[src/rtl/mem_resp_router.sv]
// Return-path router for the unified memory: an in-order tag FIFO records who issued
// each request (IF or MEM) and steers each returned word to that stage through registered outputs.
module mem_resp_router #(
    parameter int DATA_W = 32,
    parameter int DEPTH  = 4
) (
    input  logic                     clk,
    input  logic                     rst,
    input  logic                     req_fire,
    input  logic                     req_sel,
    input  logic                     resp_valid,
    input  logic [DATA_W-1:0]        resp_data,
    input  logic                     flush,
    output logic                     if_valid,
    output logic [DATA_W-1:0]        if_data,
    output logic                     dm_valid,
    output logic [DATA_W-1:0]        dm_data,
    output logic [$clog2(DEPTH):0]   count,
    output logic                     full,
    output logic                     empty,
    output logic                     err_overflow,
    output logic                     err_unexpected
);
    localparam int AW = $clog2(DEPTH);
    localparam int CW = AW + 1;
    localparam logic [CW-1:0] DEPTH_C = CW'(DEPTH);

    // There is no backpressure: a response is consumed in the cycle resp_valid is high,
    // and if_valid/dm_valid are single-cycle pulses that the stages must take unconditionally.
    logic [AW-1:0]    rd_ptr, wr_ptr;
    logic [DEPTH-1:0] sel_q, killed_q;
    logic             pop, push_ok, overflow, unexpected;
    logic             head_sel, head_killed;

    always_comb begin
        pop         = resp_valid && (count != '0);
        push_ok     = req_fire && ((count < DEPTH_C) || pop);
        overflow    = req_fire && !push_ok;
        unexpected  = resp_valid && (count == '0);
        head_sel    = sel_q[rd_ptr];
        // A flush in the pop cycle also suppresses the word being popped
        head_killed = killed_q[rd_ptr] | flush;
    end

    always_ff @(posedge clk) begin
        if (rst) begin
            rd_ptr         <= '0;
            wr_ptr         <= '0;
            count          <= '0;
            sel_q          <= '0;
            killed_q       <= '0;
            if_valid       <= 1'b0;
            dm_valid       <= 1'b0;
            if_data        <= '0;
            dm_data        <= '0;
            err_overflow   <= 1'b0;
            err_unexpected <= 1'b0;
        end else begin
            // Killing every slot is safe: free slots get killed cleared when next written
            if (flush) killed_q <= '1;
            if (push_ok) begin
                sel_q[wr_ptr]    <= req_sel;
                killed_q[wr_ptr] <= 1'b0;
                wr_ptr           <= wr_ptr + AW'(1);
            end
            if (pop) rd_ptr <= rd_ptr + AW'(1);
            if (push_ok && !pop)      count <= count + CW'(1);
            else if (pop && !push_ok) count <= count - CW'(1);

            if_valid <= 1'b0;
            dm_valid <= 1'b0;
            if (pop && !head_killed) begin
                if (head_sel) begin
                    dm_valid <= 1'b1;
                    dm_data  <= resp_data;
                end else begin
                    if_valid <= 1'b1;
                    if_data  <= resp_data;
                end
            end
            if (overflow)   err_overflow   <= 1'b1;
            if (unexpected) err_unexpected <= 1'b1;
        end
    end

    assign full  = (count == DEPTH_C);
    assign empty = (count == '0);
endmodule

[config.mk]
export PLATFORM = sky130hd
export DESIGN_NAME = mem_resp_router
export DESIGN_NICKNAME = d
export VERILOG_FILES = /design/src/rtl/mem_resp_router.sv
export SDC_FILE = /design/constraint.sdc
export NUM_CORES = 1
export LEC_CHECK = 0
export BUFFER_PORTS_ARGS = -buffer_cell sky130_fd_sc_hd__buf_2
export CAP_MARGIN = 20
export CORE_MARGIN = 2
export CORE_UTILIZATION = 51
export DETAILED_ROUTE_END_ITERATION = 12
export GPL_ROUTABILITY_DRIVEN = 0
export GPL_TIMING_DRIVEN = 0
export PLACE_DENSITY = 0.77
export SYNTH_ARGS = -nofsm -noshare
export SYNTH_HDL_FRONTEND = slang
export SYNTH_SLANG_ARGS = --single-unit
[constraint.sdc]
create_clock -name clk -period 2.95 [get_ports clk]
set_input_delay 0.4425 -clock clk [delete_from_list [all_inputs] [get_ports clk]]
set_output_delay 0.4425 -clock clk [all_outputs]
set_load 0.02 [all_outputs]
Word-level counts from Yosys, hierarchy flattened
Cells that the tools add are included.
{"block": "word_totals", "regBits": 83, "latchBits": 0, "mem_count": 0, "mem_bits_rw": 0, "romBits": 0}
{"block": "op_classes", "n_eq_ne": 1, "addsub": 4, "multipliers": 0, "shifts": 0, "order_cmp": 4, "n_reduce_logical": 18, "div_mod_pow": 0, "bitwise_logic": 5, "mux": 14}
{"op": "$mux W4", "count": 3}
{"op": "$logic_and A1 B1 Y1", "count": 8}
{"op": "$lt A2 B3 Y1 const B", "count": 2}
{"op": "$mux W3", "count": 2}
{"op": "$mux W1", "count": 5}
{"op": "$add A2 B1 Y2 const B", "count": 2}
{"op": "$and A4 B4 Y4", "count": 1}
{"op": "$bmux W1 S2", "count": 2}
{"op": "$bwmux W4", "count": 1}
{"op": "$not A4 Y4", "count": 1}
{"op": "$reduce_and A2 Y1", "count": 2}
{"op": "$add A3 B1 Y3 const B", "count": 1}
{"op": "$eq A3 B3 Y1 const B", "count": 1}
{"op": "$logic_not A1 Y1", "count": 3}
{"op": "$logic_not A3 Y1", "count": 1}
{"op": "$lt A3 B3 Y1 const B", "count": 1}
{"op": "$reduce_bool A3 Y1", "count": 1}
{"op": "$sub A3 B1 Y3 const B", "count": 1}
{"op": "$demux W1 S2", "count": 1}
{"op": "$ge A2 B1 Y1 const B", "count": 1}
{"op": "$not A1 Y1", "count": 2}
{"op": "$reduce_bool A2 Y1", "count": 1}
{"op": "$reduce_or A2 Y1", "count": 1}
{"op": "$logic_or A1 B1 Y1", "count": 1}
{"op": "$or A1 B1 Y1", "count": 1}

Depth between registers and ports, before layout
{"block": "logic_depth", "word_depth": 8, "mapped_depth": 9, "mapped_depth_nobuf": 8}

Worst setup path after synthesis
OpenSTA, ideal clock, no wires.
{"block": "synth_path", "path_type": "register to register", "from": "register count[0]", "to": "register count[2]", "setup_ns": 0.071, "arrival_time_ns": 2.337, "path_stages_with_launch": 8, "t_required_ns": 2.879, "slack_ns": 0.543, "path_buffers": 0, "path_cell_list": "dfxtp_1 > o31ai_1 > ha_1 > inv_1 > fa_1 > xor2_1 > or3_1 > a21oi_1"}
{"block": "synth_via", "elab_chain_len": 7, "elab_cells_between_ends": 14, "cone_classes": "add/sub (2); order compare (1); mux (2); reduce/logical (9)"}
{"item": "start, declared", "line": "18", "text": "output logic [$clog2(DEPTH):0] count,"}
{"item": "start signal, assigned", "line": "67", "text": "if (push_ok && !pop) count <= count + CW'(1);"}
{"item": "start signal, assigned", "line": "68", "text": "else if (pop && !push_ok) count <= count - CW'(1);"}
{"item": "branches (longest 7 deep; another with $lt A3 B3 Y1)"}
Several ways; the timed one is not identified. The select of a mux whose other input is x is not followed.
A chain may end at the register's enable or synchronous reset.

Worst setup path in the final report
Ends and elaborated chain as after synthesis.

==> results.ini <==
[cts]
cts-htree-levels=3
cts.path.max_buffers=2
postCtsSetupBuffers=0
cts_root_buf=clkbuf_8
cts_resized=0
clock-sinks=83
cts_hold_buf=0
cts-buffers-inserted=9
worstSkewPairLatency_ns=0.34
cts_tree=built
path_clk_slew_ns=0.09

[yosys]
syn-instance-count=334
yosys.area_share.xor_xnor_pct=0.986
seq_area_frac_synth_pct=46.8
syn_area_per_cell_um2=10.6
synth-compound-area-share_pct=3.84
yosys_warnings=0
netlist_top_cells_area=dfxtp_1 (47%), mux2i_1 (18%), nand2b_1 (17%), ha_1 (1.8%), buf_12 (1.7%)
syn_nets=378
yosysTopAreaCell=dfxtp_1
synth_top_family_by_area=simple AND/OR/NAND/NOR gates
yosysTopAreaCellShare_pct=46.8
synth_fa_ha_area_share_pct=2.32
synthMuxAreaShare_pct=19.7
netlist_area_um2=3550
synth-simple-area-share_pct=21.4
ys_types=29
ys_seq_elements=83

[floorplanning]
coreArea_um2=6760
start_util_pct=52.6
dieArea_um2=7650
die_x_um=87.5
die_h_um=87.5
rows=30
pin_count=111

[grt]
grt.overflow.total=0
antenna_found_initial=0
grt_pass1_vias=2502
grt_max_degree=14
grt_pass1_wl_um=11700
track_usage_pct=19.6

[sta]
fin_crit_sh_pct=87.9
max_slew_margin_pct=47.3
worst_pin_slew_ns=0.784
max_freq_ghz=0.386
setup_viol=0
setup_tns_ns=0
skew_ns=0.00991
finalCriticalPeriod_ns=2.59
final_hold_viol_count=0
drv_slew=0
rsz0062_at_grt=no

[power]
p_sw_share_pct=30.1
p_int_mw=2.05
p_per_area_nw_per_um2=664
ir_worst_vdd_v=0.000569
power.leakage_nw=2.14
p_seq_share_pct=44.9
pwr-share-clk_pct=31.2
power_frac_comb_pct=24.0
p_switching_mw=0.885

[finish]
finalNonFillerCells=538
drive_gt1_share_pct=29.3
final_common_cell=buf_2
layout_common_cells=buf_2 (108), nand2b_1 (97), dfxtp_1 (83)
nets=497
num_antenna_cells=0
area_growth_pct=24.4
n_fill_cell=593

[worst_setup_path]
crit_path_top_delay_cell=o31ai_1
endpoint=count[2]$_SDFFE_PP0P_
end_kind=flop
startpoint=count[0]$_SDFFE_PP0P_
crit_path_cell_trace=o31ai_1 > ha_1 > inv_1 > fa_1 > xor2_1 > or3_1 > a21oi_1
r2r_end=count[2]$_SDFFE_PP0P_
worst-setup-path-type=flop to flop
critical-path-max-stage-delay_ns=0.71
ff2ff_setup_slack_ns=0.36
regToRegStartpoint=count[0]$_SDFFE_PP0P_
worstSetupStartpointType=flop
critPathArrivalTime_ns=2.85
crit_fanout=7
r2r_cells=7
required_ns=3.21

[min_path]
hp-start=resp_data[18]
hp-class=primary input to flop

[run_status]
status=finished clean

[run]
maxCapViolations=0

[route]
firstDrtPassIters=4
drc=0
routed-via-count=2674
drtAntennaViolNets=0
drt-initial-drc-count=73
viasPerCell=4.97
finalWirelength_um=7460
detail_route.wl_per_cell_um=13.9

[placement]
placed_cells=522
dp_hpwl_um=5660
port_buffers=108

-- worst max-delay path: cells and delay by family, from the launching register on --
family	cells	cell delay, ns
AO/OA/AOI/OAI	2	0.87
adder cells (fa/ha/maj)	2	0.71
flip-flops	1	0.39
AND/OR/NAND/NOR	1	0.32
XOR/XNOR	1	0.16
buffers and inverters	1	0.07
-- cell usage after synthesis --
cell,n
nor3_1,2
o21ai_0,3
buf_12,3
ha_1,5
mux4_1,1
buf_6,1
inv_1,8
fa_1,1
or4b_1,1
mux4_2,1
o311ai_0,1
xor2_1,4
buf_4,3
nand4_1,4
or3_2,1
or3_1,1
clkbuf_2,1
mux2i_1,65
clkbuf_1,13
a21oi_1,9
o31ai_1,5
nand2b_1,97
nor3b_1,2
nor2_1,11
dfxtp_1,83
nor2b_1,1
nor4_4,1
nand3_1,2
a211oi_1,4
-- power groups by stage --
stage | registers (mW) | logic, mW | clock network, mW
2_1_floorplan | 1.43 | 0.404 | 0
3_3_place_gp | 1.34 | 0.690 | 0
3_5_place_dp | 1.34 | 0.710 | 0
4_1_cts | 1.32 | 0.713 | 0.928
5_1_grt | 1.33 | 0.763 | 0.978
6_report | 1.32 | 0.703 | 0.915
-- cell type report --
type                            instances  area [um^2]  share of cell area, %
Multi-Input combinational cell        222         1710                   38.7
Clock buffer                           12          155                   3.51
Buffer                                 21          148                   3.34
Tap cell                               80          100                   2.26
Inverter                                8         30.0                  0.679
Timing Repair Buffer                  108          541                   12.2
Clock inverter                          4         72.6                   1.64
Sequential cell                        83         1660                   37.6
-- cell families after synthesis --
logic type,after synthesis
compound gates,22
simple gates,123
flops,83
fa+ha+maj,6
xor+xnor,4
mux,67
buf+inv,29
-- stage by stage --
stage | util (%) | instance area (um^2) | setup slack, ns | total power, mW | hold WS (ns)
after global placement | 62.1 | 4190 | 0.479 | 2.03 | 0.447
after detailed placement | 62.1 | 4190 | 0.337 | 2.05 | 0.454
after floorplan | - | 3550 | 0.543 | 1.84 | 0.444
after CTS | 65.4 | 4420 | 0.321 | 2.96 | 0.377
after global routing | 65.4 | 4420 | 0.158 | 3.07 | 0.386
final | 65.4 | 4420 | 0.357 | 2.94 | 0.385
-- registers in the layout, summed over array words and instances, names as in the netlist --
| name | flops |
|---|---|
| if_valid | 1 |
| dm_data | 32 |
| err_unexpected | 1 |
| if_data | 32 |
| rd_ptr | 2 |
| killed_q | 4 |
| dm_valid | 1 |
| count | 3 |
| err_overflow | 1 |
| sel_q | 4 |
| wr_ptr | 2 |
-- layer usage --
metal,track usage (%),vias up,wire (um)
li1,-,1363,-
met1,24.4,1233,3330
met2,33.3,67,3610
met3,4.55,11,412
met4,6.85,0,115
met5,0,-,0
-- worst min path at each step --
| stage | end | cells after the start | slack [ns] |
|---|---|---|---|
| floorplan | sel_q[1]$_SDFFE_PP0P_ | 2 | 0.44 |
| finish | dm_data[18]$_SDFFE_PP0P_ | 3 | 0.38 |
| global placement | err_overflow$_SDFFE_PP0P_ | 2 | 0.45 |
| global route | sel_q[2]$_SDFFE_PP0P_ | 3 | 0.39 |
| CTS | dm_data[16]$_SDFFE_PP0P_ | 3 | 0.38 |
| detailed placement | err_overflow$_SDFFE_PP0P_ | 2 | 0.45 |
No activity file was read; power rests on OpenSTA's default activity.
